===== src/rtl/wallace_acc_pkg.sv =====
// Shared types and helpers for the Wallace product accumulator.
package wallace_acc_pkg;

  // Product width delivered by the 8x8 Wallace multiplier.
  localparam int PROD_W = 16;

  // Frame state: IDLE waits for a first term, ACCUM sums terms,
  // HOLD presents the finished frame until downstream takes it.
  typedef enum logic [1:0] {
    IDLE  = 2'd0,
    ACCUM = 2'd1,
    HOLD  = 2'd2
  } acc_state_e;

  // Mask that zeroes the lowest 'lsbs' bits of a product.
  function automatic logic [PROD_W-1:0] trunc_mask(input int lsbs);
    logic [PROD_W-1:0] m;
    m = '1;
    for (int i = 0; i < PROD_W; i++) begin
      if (i < lsbs) m[i] = 1'b0;
    end
    return m;
  endfunction

endpackage


===== src/rtl/approx_acc_adder.sv =====
// Accumulator adder: ACC_W add with carry-out, optional clamp to all-ones.
module approx_acc_adder #(
  parameter int ACC_W    = 24,
  parameter bit SATURATE = 1'b1
) (
  input  logic [ACC_W-1:0] acc_in,
  input  logic [ACC_W-1:0] addend,
  output logic [ACC_W-1:0] sum_out,
  output logic             ovf
);

  logic [ACC_W:0] full_sum;

  // Add with one extra bit to catch the carry, then wrap or clamp.
  always_comb begin
    full_sum = {1'b0, acc_in} + {1'b0, addend};
    ovf      = full_sum[ACC_W];
    if (SATURATE && full_sum[ACC_W]) sum_out = '1;
    else                             sum_out = full_sum[ACC_W-1:0];
  end

endmodule


===== src/rtl/wallace_product_accumulator.sv =====
// Accumulates FRAME_LEN multiplier products into one frame sum.
// Stage 1 captures (and optionally truncates) the accepted product,
// stage 2 adds it into the accumulator.
//
// Handshakes: a transfer happens on a rising edge where valid && ready
// are both high. prod_ready is combinational (never depends on
// prod_valid); acc_valid is registered and acc_out/overflow/term_count
// stay stable while acc_valid is high and acc_ready is low.
module wallace_product_accumulator
  import wallace_acc_pkg::*;
#(
  parameter int PROD_W      = 16,
  parameter int ACC_W       = 24,
  parameter int FRAME_LEN   = 16,
  parameter int APPROX_LSBS = 0,
  parameter bit SATURATE    = 1'b1,
  localparam int CNT_W      = $clog2(FRAME_LEN + 1)
) (
  input  logic              clk,
  input  logic              rst_n,
  input  logic [PROD_W-1:0] prod_in,
  input  logic              prod_valid,
  output logic              prod_ready,
  input  logic              clear,
  output logic [ACC_W-1:0]  acc_out,
  output logic              acc_valid,
  input  logic              acc_ready,
  output logic              overflow,
  output logic [CNT_W-1:0]  term_count
);

  localparam logic [CNT_W-1:0]  FRAME_CNT = CNT_W'(FRAME_LEN);
  localparam logic [PROD_W-1:0] P_MASK    = trunc_mask(APPROX_LSBS);

  acc_state_e        state_q, state_d;
  logic [PROD_W-1:0] p_q, p_d;
  logic              p_vld_q, p_vld_d;
  logic [ACC_W-1:0]  acc_q, acc_d;
  logic              ovf_q, ovf_d;
  logic [CNT_W-1:0]  cnt_q, cnt_d;
  logic              live_q;   // low during reset and the edge leaving it
  logic              accept;
  logic [ACC_W-1:0]  add_sum;
  logic              add_ovf;

  assign prod_ready = live_q && !clear && (state_q != HOLD) && (cnt_q < FRAME_CNT);
  assign accept     = prod_valid && prod_ready;

  approx_acc_adder #(
    .ACC_W    (ACC_W),
    .SATURATE (SATURATE)
  ) u_adder (
    .acc_in  (acc_q),
    .addend  (ACC_W'(p_q)),
    .sum_out (add_sum),
    .ovf     (add_ovf)
  );

  // Next-state for the capture stage, the accumulator and the frame FSM.
  always_comb begin
    state_d = state_q;
    p_d     = p_q;
    p_vld_d = 1'b0;
    acc_d   = acc_q;
    ovf_d   = ovf_q;
    cnt_d   = cnt_q;
    if (clear) begin
      state_d = IDLE;
      acc_d   = '0;
      ovf_d   = 1'b0;
      cnt_d   = '0;
    end else begin
      if (accept) begin
        p_d     = prod_in & P_MASK;
        p_vld_d = 1'b1;
        cnt_d   = cnt_q + CNT_W'(1);
      end
      if (p_vld_q) begin
        acc_d = add_sum;
        if (add_ovf) ovf_d = 1'b1;
      end
      case (state_q)
        IDLE:    if (accept) state_d = ACCUM;
        ACCUM:   if (p_vld_q && (cnt_q == FRAME_CNT)) state_d = HOLD;
        HOLD: begin
          if (acc_ready) begin
            state_d = IDLE;
            acc_d   = '0;
            ovf_d   = 1'b0;
            cnt_d   = '0;
          end
        end
        default: state_d = IDLE;
      endcase
    end
  end

  // State registers; reset discards any partial frame.
  always_ff @(posedge clk or negedge rst_n) begin
    if (!rst_n) begin
      state_q <= IDLE;
      p_q     <= '0;
      p_vld_q <= 1'b0;
      acc_q   <= '0;
      ovf_q   <= 1'b0;
      cnt_q   <= '0;
      live_q  <= 1'b0;
    end else begin
      state_q <= state_d;
      p_q     <= p_d;
      p_vld_q <= p_vld_d;
      acc_q   <= acc_d;
      ovf_q   <= ovf_d;
      cnt_q   <= cnt_d;
      live_q  <= 1'b1;
    end
  end

  assign acc_out    = acc_q;
  assign acc_valid  = (state_q == HOLD);
  assign overflow   = ovf_q;
  assign term_count = cnt_q;

endmodule


===== config.mk =====
export PLATFORM = sky130hd
export DESIGN_NAME = wallace_product_accumulator
export DESIGN_NICKNAME = d
export VERILOG_FILES = /design/src/rtl/wallace_acc_pkg.sv /design/src/rtl/approx_acc_adder.sv /design/src/rtl/wallace_product_accumulator.sv
export SDC_FILE = /design/constraint.sdc
export NUM_CORES = 1
export LEC_CHECK = 0
export CAP_MARGIN = 40
export CORE_MARGIN = 5
export CORE_UTILIZATION = 40
export DETAILED_ROUTE_END_ITERATION = 16
export PLACE_DENSITY = 0.7
export RECOVER_POWER = 25
export SLEW_MARGIN = 25
export SYNTH_ARGS = -nofsm -noshare
export SYNTH_HDL_FRONTEND = slang
export SYNTH_HIERARCHICAL = 1
export SYNTH_SLANG_ARGS = --single-unit

===== constraint.sdc =====
create_clock -name clk -period 3 [get_ports clk]
set_input_delay 0.6 -clock clk [delete_from_list [all_inputs] [get_ports clk]]
set_output_delay 0.6 -clock clk [all_outputs]
set_load 0.05 [all_outputs]

==> results.toml, run 1 <==
[sta]
fin_setup_tns_ns = 0
post-route-min-period_ns = 2.82
drv_slew = 0
worst_clock_skew_ns = 0.0124
timing.hold.ws_ns = 0.508
relSlewSlack_pct = 17.8
fmax_ghz = 0.354
rsz0062_at_grt = "false"
worstMarginPinSlew_ns = 1.23
post-route-worst-setup-slack_ns = 0.176
hold_violations = 0
fin_crit_sh_pct = 94.1
setup_viol = 0

[logic_synthesis]
syn_avg_cell_area_um2 = 9.71
synthAdderAreaFrac_pct = 9.51
yosysSeqAreaShare_pct = 34.5
ys_ff_latch = 50
yosysWarnings = 6
syn_area_mm2 = 0.00363
synthMuxAreaShare_pct = 12.7
synth_edf_count = 0
synth_cells = 374
yosys.area_share.simple_pct = 17.3
synth.top_cell.area_share_pct = 34.5
synth_ff_type = "dfrtp_1"
synth_top_family_by_area = "compound AO/OA/AOI/OAI gates"
yosys-top-cells-area = "dfrtp_1 (34%), ha_1 (9.0%), mux2i_1 (7.7%)"
ys_types = 69
synthArstFlopShare_pct = 100
synth-compound-area-share_pct = 19.6
yosys.area.top_type = "dfrtp_1"
synthXorXnorAreaFrac_pct = 2.41

[critical_path]
crit_path_start = "acc_out[0]$_DFF_PN0_"
crit_type = "flip-flop to flip-flop"
crit_fanout = 9
worst_ep_required_time_ns = 3.19
setup.worst_path.end = "acc_out[3]$_DFF_PN0_"
cp-end-kind = "flip-flop"
rrSetupSlack_ns = 0.18
rr_startpoint = "acc_out[0]$_DFF_PN0_"
r2r-end = "acc_out[3]$_DFF_PN0_"
arrival_ns = 3.02
crit_path_start_kind = "flip-flop"
rr_worst_depth = 11

[floorplan]
start_util_pct = 41.4
die_h_um = 105
die_w_um = 105
die-area_mm2 = 0.0111
ios = 53
core_mm2 = 0.00876
rows = 34

[global_routing]
gr-total-overflow = 0
antenna_found_initial = 0
grt_pass1_wl_mm = 13.8
grtUsageTotal_pct = 14.6
grt_max_degree = 30
grt_pass1_vias = 3046

[detailed_routing]
drt-initial-drc-count = 109
drc = 0
routed_via_density = 5.51
wirelength_mm = 7.95
num_vias = 2974
dr.pass1.iters = 4
ant_nets = 0
wl_per_cell_um = 14.7

[clock_network]
cts_tree = "built"
clkLatencyLatePin_ns = 0.31
clkTransAtPathRegs_ns = 0.10
ctsHtreeMaxLevel = 2
cts-root-buf = "clkbuf_8"
clockBufferDepth = 2
cts_buffers = 5
ctsResizeCount = 0
hold_buffers = 0
post_cts_buffers = 0
cts_num_sinks = 50

[pwr]
peakVddDrop_mv = 0.238
powerDensity_mw_per_mm2 = 435
p_leak_nw = 1.95

[place]
dp_hpwl_mm = 6.10
post-place-ws_ns = 0.118
gp_congestion = 0.858
placed_cell_area_mm2 = 0.00426
portBuffers = 52
place_inst = 532

[run_status]
status = "complete, no violations"

[worst_hold_path]
hold_path_class = "flip-flop to flip-flop"

[final_layout]
fill_cells = 839
diodes = 0
nNetsFinal = 479
drive_above_1_share_pct = 14.6
syn2layout_area_growth_pct = 20.0
seqCellArea_mm2 = 0.00125
design_area_mm2 = 0.00435
multi_input_area_mm2 = 0.00227
fin_cells = 540

[flow_run]
cap_violations = 0
-- metal layers --
metal  up-vias  share of wire, %  GRT usage (%)
li1       1474                 -              -
met1      1437                45           18.2
met2        56                51           25.8
met3         7               3.7           3.00
met4         0              0.82           3.11
met5         -                 0              0
-- layout by cell type (no fill, tap or decap), types with 4 or more instances in the layout --
cell and count:
o21a_1 5, nor2_1 42, o21ai_0 14, nand2_1 19, nand3_1 10, conb_1 9, nand2_2 10, nor3_1 5
a211o_1 4, mux2_2 15, a21oi_1 19, dfrtp_1 50, a21o_1 9, inv_1 8, nand2b_1 5, clkbuf_8 6
mux2i_1 28, xnor2_1 5, o21ai_2 6, ha_1 26, buf_4 7, a211oi_1 5, xor2_1 5, clkdlybuf4s50_1 50
-- power by group --
group | total (mW) | switching (mW) | internal, mW
Clock | 0.420 | 0.234 | 0.186
Sequential | 0.782 | 0.0451 | 0.737
Combinational | 0.691 | 0.389 | 0.302
-- cell usage after synthesis, types with 2 or more instances --
master	number
a21oi_1	19
xor2_1	5
clkbuf_1	5
o21ai_0	14
nor2_1	42
nand3b_1	2
buf_6	4
a21o_1	9
o31ai_2	3
buf_2	7
a211o_1	4
o22ai_1	2
xnor2_1	5
o211a_1	2
a21boi_0	3
nor3_1	5
a211oi_1	6
o21ai_2	6
nand2_2	10
nor4_1	3
o31ai_1	2
ha_1	26
o21ai_1	3
inv_1	8
conb_1	2
dfrtp_1	50
o211ai_2	2
nor3b_1	2
or4_1	3
nand2b_1	5
nand4_1	2
nand2_1	19
nand3_1	10
mux2i_1	28
mux2_2	15
o21a_1	5
o21bai_1	2
and3_1	3
-- worst min-delay path by stage --
| stage | from | endpoint | slack, ns | cells past startpoint |
|---|---|---|---|---|
| 6_report | overflow$_DFF_PN0_ | overflow$_DFF_PN0_ | 0.51 | 2 |
| 5_1_grt | p_q[10]$_DFFE_PN0P_ | p_q[10]$_DFFE_PN0P_ | 0.53 | 1 |
| 4_1_cts | rst_n | acc_out[22]$_DFF_PN0_ | 0.26 | 1 |
| 3_5_place_dp | overflow$_DFF_PN0_ | overflow$_DFF_PN0_ | 0.50 | 2 |
| 3_3_place_gp | overflow$_DFF_PN0_ | overflow$_DFF_PN0_ | 0.49 | 2 |
| 2_1_floorplan | rst_n | acc_out[0]$_DFF_PN0_ | 0.30 | 0 |
-- through the flow --
step	power, mW	util (%)
finish	1.89	49.7
global route	2.03	49.7
CTS	1.92	49.7
detailed placement	1.49	48.6
global placement	1.48	48.6
floorplan	1.32	-
-- worst max-delay path: stages, from the launching register on --
cell and delay [ns]:
dfrtp_1 0.41, ha_1 0.24, fa_1 0.45, a211oi_2 0.28, o211a_1 0.24, o31ai_2 0.13, o221a_4 0.30, o22ai_4 0.15
buf_4 0.22, o21ai_0 0.10, mux2i_1 0.14, nor2_1 0.06
-- cell type report --
| cell class | instances | area share (%) |
|---|---|---|
| Clock buffer | 6 | 1.90 |
| Tap cell | 108 | 3.10 |
| Multi-Input combinational cell | 305 | 52.2 |
| Inverter | 10 | 0.920 |
| Timing Repair Buffer | 59 | 12.9 |
| Sequential cell | 50 | 28.7 |
| Clock inverter | 2 | 0.287 |
-- state kept, by name, summed over array words and instances, names as in the netlist --
name,count
acc_out,24
state_q,2
p_vld_q,1
term_count,5
overflow,1
p_q,16
live_q,1
-- cells by family after synthesis --
kind of cell	count (synthesis)
XOR/XNOR	10
adder cells (fa/ha/maj)	27
AND/OR/NAND/NOR	120
multiplexers	44
flip-flops	50
AO/OA/AOI/OAI	95
other	2
buffers and inverters	26
(Power assumes the default switching activity.)
==> run 2: changes to the inputs <==
Settings changed: MAX_ROUTING_LAYER set to met4, SLEW_MARGIN 25 to unset, TNS_END_PERCENT set to 20.
==> results.toml, run 2 (synthesis gave the netlist of run 1 again) <==
[clock_network]
clockBufferDepth = 2
cts-root-buf = "clkbuf_8"
post_cts_buffers = 0
cts_buffers = 5
cts_num_sinks = 50
clkTransAtPathRegs_ns = 0.10
cts_tree = "built"
ctsHtreeMaxLevel = 2
clkLatencyLatePin_ns = 0.31

[global_routing]
grt_pass1_vias = 3045
gr-total-overflow = 0
grt_pass1_wl_mm = 13.8
antenna_found_initial = 0
grt_max_degree = 30
grtUsageTotal_pct = 15.0

[sta]
fin_crit_sh_pct = 95.1
drv_slew = 0
worstMarginPinSlew_ns = 1.23
fmax_ghz = 0.350
worst_clock_skew_ns = 0.0123
post-route-worst-setup-slack_ns = 0.147
relSlewSlack_pct = 17.8
timing.hold.ws_ns = 0.510
setup_viol = 0
fin_setup_tns_ns = 0
rsz0062_at_grt = "false"
post-route-min-period_ns = 2.85
hold_violations = 0

[final_layout]
diodes = 0
largest_reg_flops = 24
fin_cells = 540
layout_common_cells = "dfrtp_1 (50), clkdlybuf4s50_1 (50), nor2_1 (42), mux2i_1 (28), ha_1 (26)"
syn2layout_area_growth_pct = 20.0
nNetsFinal = 479
drive_above_1_share_pct = 14.6

[floorplan]
die_h_um = 105
rows = 34
core_mm2 = 0.00876
die_w_um = 105
start_util_pct = 41.4
ios = 53
die-area_mm2 = 0.0111

[pwr]
p_leak_nw = 1.95
powerDensity_mw_per_mm2 = 435
total_power_mw = 1.89
peakVddDrop_mv = 0.238

[place]
post-place-ws_ns = 0.118
portBuffers = 52
gp_congestion = 0.871
dp_hpwl_mm = 6.10
place_inst = 532

[detailed_routing]
drt-initial-drc-count = 98
num_vias = 2962
routed_via_density = 5.49
dr.pass1.iters = 4
drc = 0
wl_per_cell_um = 14.7
wirelength_mm = 7.95
ant_nets = 0

[critical_path]
cp-end-kind = "flip-flop"
path_cells = "ha_1 > fa_1 > a211oi_2 > o211a_1 > o31ai_2 > o221a_4 > o22ai_4 > buf_4 > o21ai_0 > mux2i_1 > nor2_1"
rrSetupSlack_ns = 0.15
arrival_ns = 3.04
setup.worst_path.end = "acc_out[3]$_DFF_PN0_"
crit_path_start = "acc_out[0]$_DFF_PN0_"
cpPeakStageDelay_ns = 0.45
r2r-end = "acc_out[3]$_DFF_PN0_"
crit_path_start_kind = "flip-flop"
rr_startpoint = "acc_out[0]$_DFF_PN0_"
crit_buf_inv = 1
worst_ep_required_time_ns = 3.19
crit_fanout = 9
critPathTopFamily = "compound AO/OA/AOI/OAI gates"
cp_slowest_cell = "fa_1"
worst-path-stages = 11
crit_type = "flip-flop to flip-flop"
rr_worst_depth = 11

[worst_hold_path]
whs_path_depth = 2
hold_path_class = "flip-flop to flip-flop"

[flow_run]
cap_violations = 0

[run_status]
status = "complete, no violations"
-- run 2: how the worst min path moves through the flow --
| stage | startpoint | endpoint |
|---|---|---|
| 2_1_floorplan | rst_n | acc_out[0]$_DFF_PN0_ |
| 3_3_place_gp | overflow$_DFF_PN0_ | overflow$_DFF_PN0_ |
| 3_5_place_dp | overflow$_DFF_PN0_ | overflow$_DFF_PN0_ |
| 4_1_cts | rst_n | acc_out[22]$_DFF_PN0_ |
| 5_1_grt | p_q[10]$_DFFE_PN0P_ | p_q[10]$_DFFE_PN0P_ |
| 6_report | overflow$_DFF_PN0_ | overflow$_DFF_PN0_ |
-- run 2: timing repair --
item                                    in CTS  in global routing
gates resized for setup                      0                  1
hold endpoints to repair                     0                  0
endpoints found under the setup margin       0                 22
hold buffers                                 0                  0
-- run 2: area by class of cell --
type                       count  area (um^2)
clock buffer                   6         82.6
clock inverter                 2         12.5
fill                         839         4410
inverter                      10         40.0
multi-input combinational    305         2270
sequential                    50         1250
tap                          108          135
timing repair buffer          59          562
-- run 2: worst min-delay path: cells and delay by family (launching register included) --
family | cells | cell delay [ns]
AO/OA/AOI/OAI | 1 | 0.04
flip-flops | 1 | 0.36
AND/OR/NAND/NOR | 1 | 0.07
-- run 2: report_power, final --
part	total (mW)	switching, mW	internal [mW]	leakage (nW)
Clock	0.419	0.233	0.186	0.0472
Sequential	0.782	0.0452	0.737	0.656
Combinational	0.691	0.389	0.302	1.24
-- run 2: through the flow --
step | util, % | instance area (um^2)
global route | 49.7 | 4350
CTS | 49.7 | 4350
detailed placement | 48.6 | 4260
global placement | 48.6 | 4260
floorplan | - | 3660
finish | 49.7 | 4350
-- run 2: per-layer routing --
metal  routed length [um]  vias to the layer above  global-route usage (%)
met5                    0                        -                       -
met4                   61                        0                    3.11
met3                  270                        7                    2.93
met2                 4040                       47                    25.8
met1                 3590                     1435                    18.3
li1                     -                     1473                       -
==> run 3: changes to the inputs <==
Settings changed: CORE_MARGIN 5 to unset.
==> results.toml, run 3 (synthesis gave the netlist of run 1 again) <==
[run_status]
status = "complete, no violations"

[flow_run]
cap_violations = 0

[detailed_routing]
wl_met3_um = 279
dr.pass1.iters = 4
wl_met2_mm = 4.17
drc = 0
drt-initial-drc-count = 70
routed_via_density = 5.53
wirelength_mm = 8.13
wl_per_cell_um = 15.0
num_vias = 2993
top_layer_used = "met4"
drt-met1-wl_mm = 3.62
ant_nets = 0

[worst_hold_path]
whs_path_depth = 2
hold_path_class = "flip-flop to flip-flop"

[place]
gp_congestion = 0.858
placed_cell_area_mm2 = 0.00428
dp_hpwl_mm = 6.16
portBuffers = 52
post-place-ws_ns = 0.0927

[critical_path]
rr_worst_depth = 11
worst_ep_required_time_ns = 3.19
crit_fanout = 13
crit_path_start_kind = "flip-flop"
cp-end-kind = "flip-flop"
arrival_ns = 3.04
crit_type = "flip-flop to flip-flop"

[final_layout]
diodes = 0
layout_common_cells = "dfrtp_1 (50), clkdlybuf4s50_1 (50), nor2_1 (42), mux2i_1 (28), ha_1 (26)"
fill_cells = 830
largest_reg_flops = 24
drive_above_1_share_pct = 15.0
syn2layout_area_growth_pct = 21.4
nNetsFinal = 480
design_area_mm2 = 0.00441

[floorplan]
rows = 34
ios = 53
core_mm2 = 0.00876
die-area_mm2 = 0.00946
start_util_pct = 41.4
die_w_um = 97.3
die_h_um = 97.3

[global_routing]
grtUsageTotal_pct = 18.1
grt_pass1_wl_mm = 13.8
gr-total-overflow = 0
antenna_found_initial = 0
grt_pass1_vias = 3036
grt_max_degree = 27

[sta]
rsz0062_at_grt = "false"
hold_violations = 0
fmax_ghz = 0.351
post-route-worst-setup-slack_ns = 0.153
relSlewSlack_pct = 4.35
setup_viol = 0
worst_clock_skew_ns = 0.0145
fin_setup_tns_ns = 0
worstMarginPinSlew_ns = 1.43
post-route-min-period_ns = 2.85
drv_slew = 0
fin_crit_sh_pct = 94.9

[clock_network]
clockBufferDepth = 2
ctsHtreeMaxLevel = 2
clkTransAtPathRegs_ns = 0.10
cts_buffers = 5
clkLatencyLatePin_ns = 0.31
cts_tree = "built"
cts_num_sinks = 50
cts-root-buf = "clkbuf_8"

[pwr]
peakVddDrop_mv = 0.194
total_power_mw = 1.99
powerDensity_mw_per_mm2 = 450
p_leak_nw = 1.97
## run 3: layout make-up
type,count,area [um^2],share of cell area (%)
Clock buffer,5,68.8,1.56
Clock inverter,3,43.8,0.994
Inverter,10,40.0,0.909
Multi-Input combinational cell,305,2270,51.6
Sequential cell,50,1250,28.4
Tap cell,108,135,3.07
Timing Repair Buffer,60,594,13.5
## run 3: path summary, 6_finish.rpt
path / startpoint / to / slack, ns
max: acc_out[0]$_DFF_PN0_ / acc_out[7]$_DFF_PN0_ / 0.15
min: overflow$_DFF_PN0_ / overflow$_DFF_PN0_ / 0.51
max reg2reg: acc_out[0]$_DFF_PN0_ / acc_out[7]$_DFF_PN0_ / 0.15
min reg2reg: overflow$_DFF_PN0_ / overflow$_DFF_PN0_ / 0.51
max in group asynchronous: rst_n / acc_out[7]$_DFF_PN0_ / 1.05
min in group asynchronous: rst_n / acc_out[22]$_DFF_PN0_ / 0.61
## run 3: power breakdown
part | leakage (nW) | total [mW] | internal [mW] | switching, mW
sequential | 0.656 | 0.786 | 0.737 | 0.0493
combinational | 1.26 | 0.702 | 0.308 | 0.394
clock | 0.0585 | 0.497 | 0.251 | 0.246
## run 3: metrics by stage
step	utilization (%)	hold WS, ns	instances
after floorplan	-	0.304	381
after global placement	48.9	0.479	532
after detailed placement	48.9	0.489	532
after CTS	50.2	0.289	540
after global routing	50.3	0.532	541
final	50.3	0.510	541
## run 3: per-layer routing
| metal | vias to the layer above | track usage [%] |
|---|---|---|
| li1 | 1470 | - |
| met1 | 1455 | 21.4 |
| met2 | 62 | 32.4 |
| met3 | 6 | 3.09 |
| met4 | 0 | 3.51 |
| met5 | - | - |
## run 3: what timing repair did
item                       in CTS  in global routing
hold buffers                    0                  0
buffers inserted                0                  1
resized for setup               0                  2
setup endpoints to repair       0                 16
## run 3: worst max-delay path, cell delays in order, from the launching register on
cell,delay (ns)
dfrtp_1,0.41
ha_1,0.25
fa_2,0.39
a211oi_2,0.27
o211a_1,0.26
o31ai_2,0.12
o221a_4,0.31
o22ai_4,0.20
buf_12,0.19
o21ai_0,0.11
mux2i_1,0.15
nor2_1,0.05
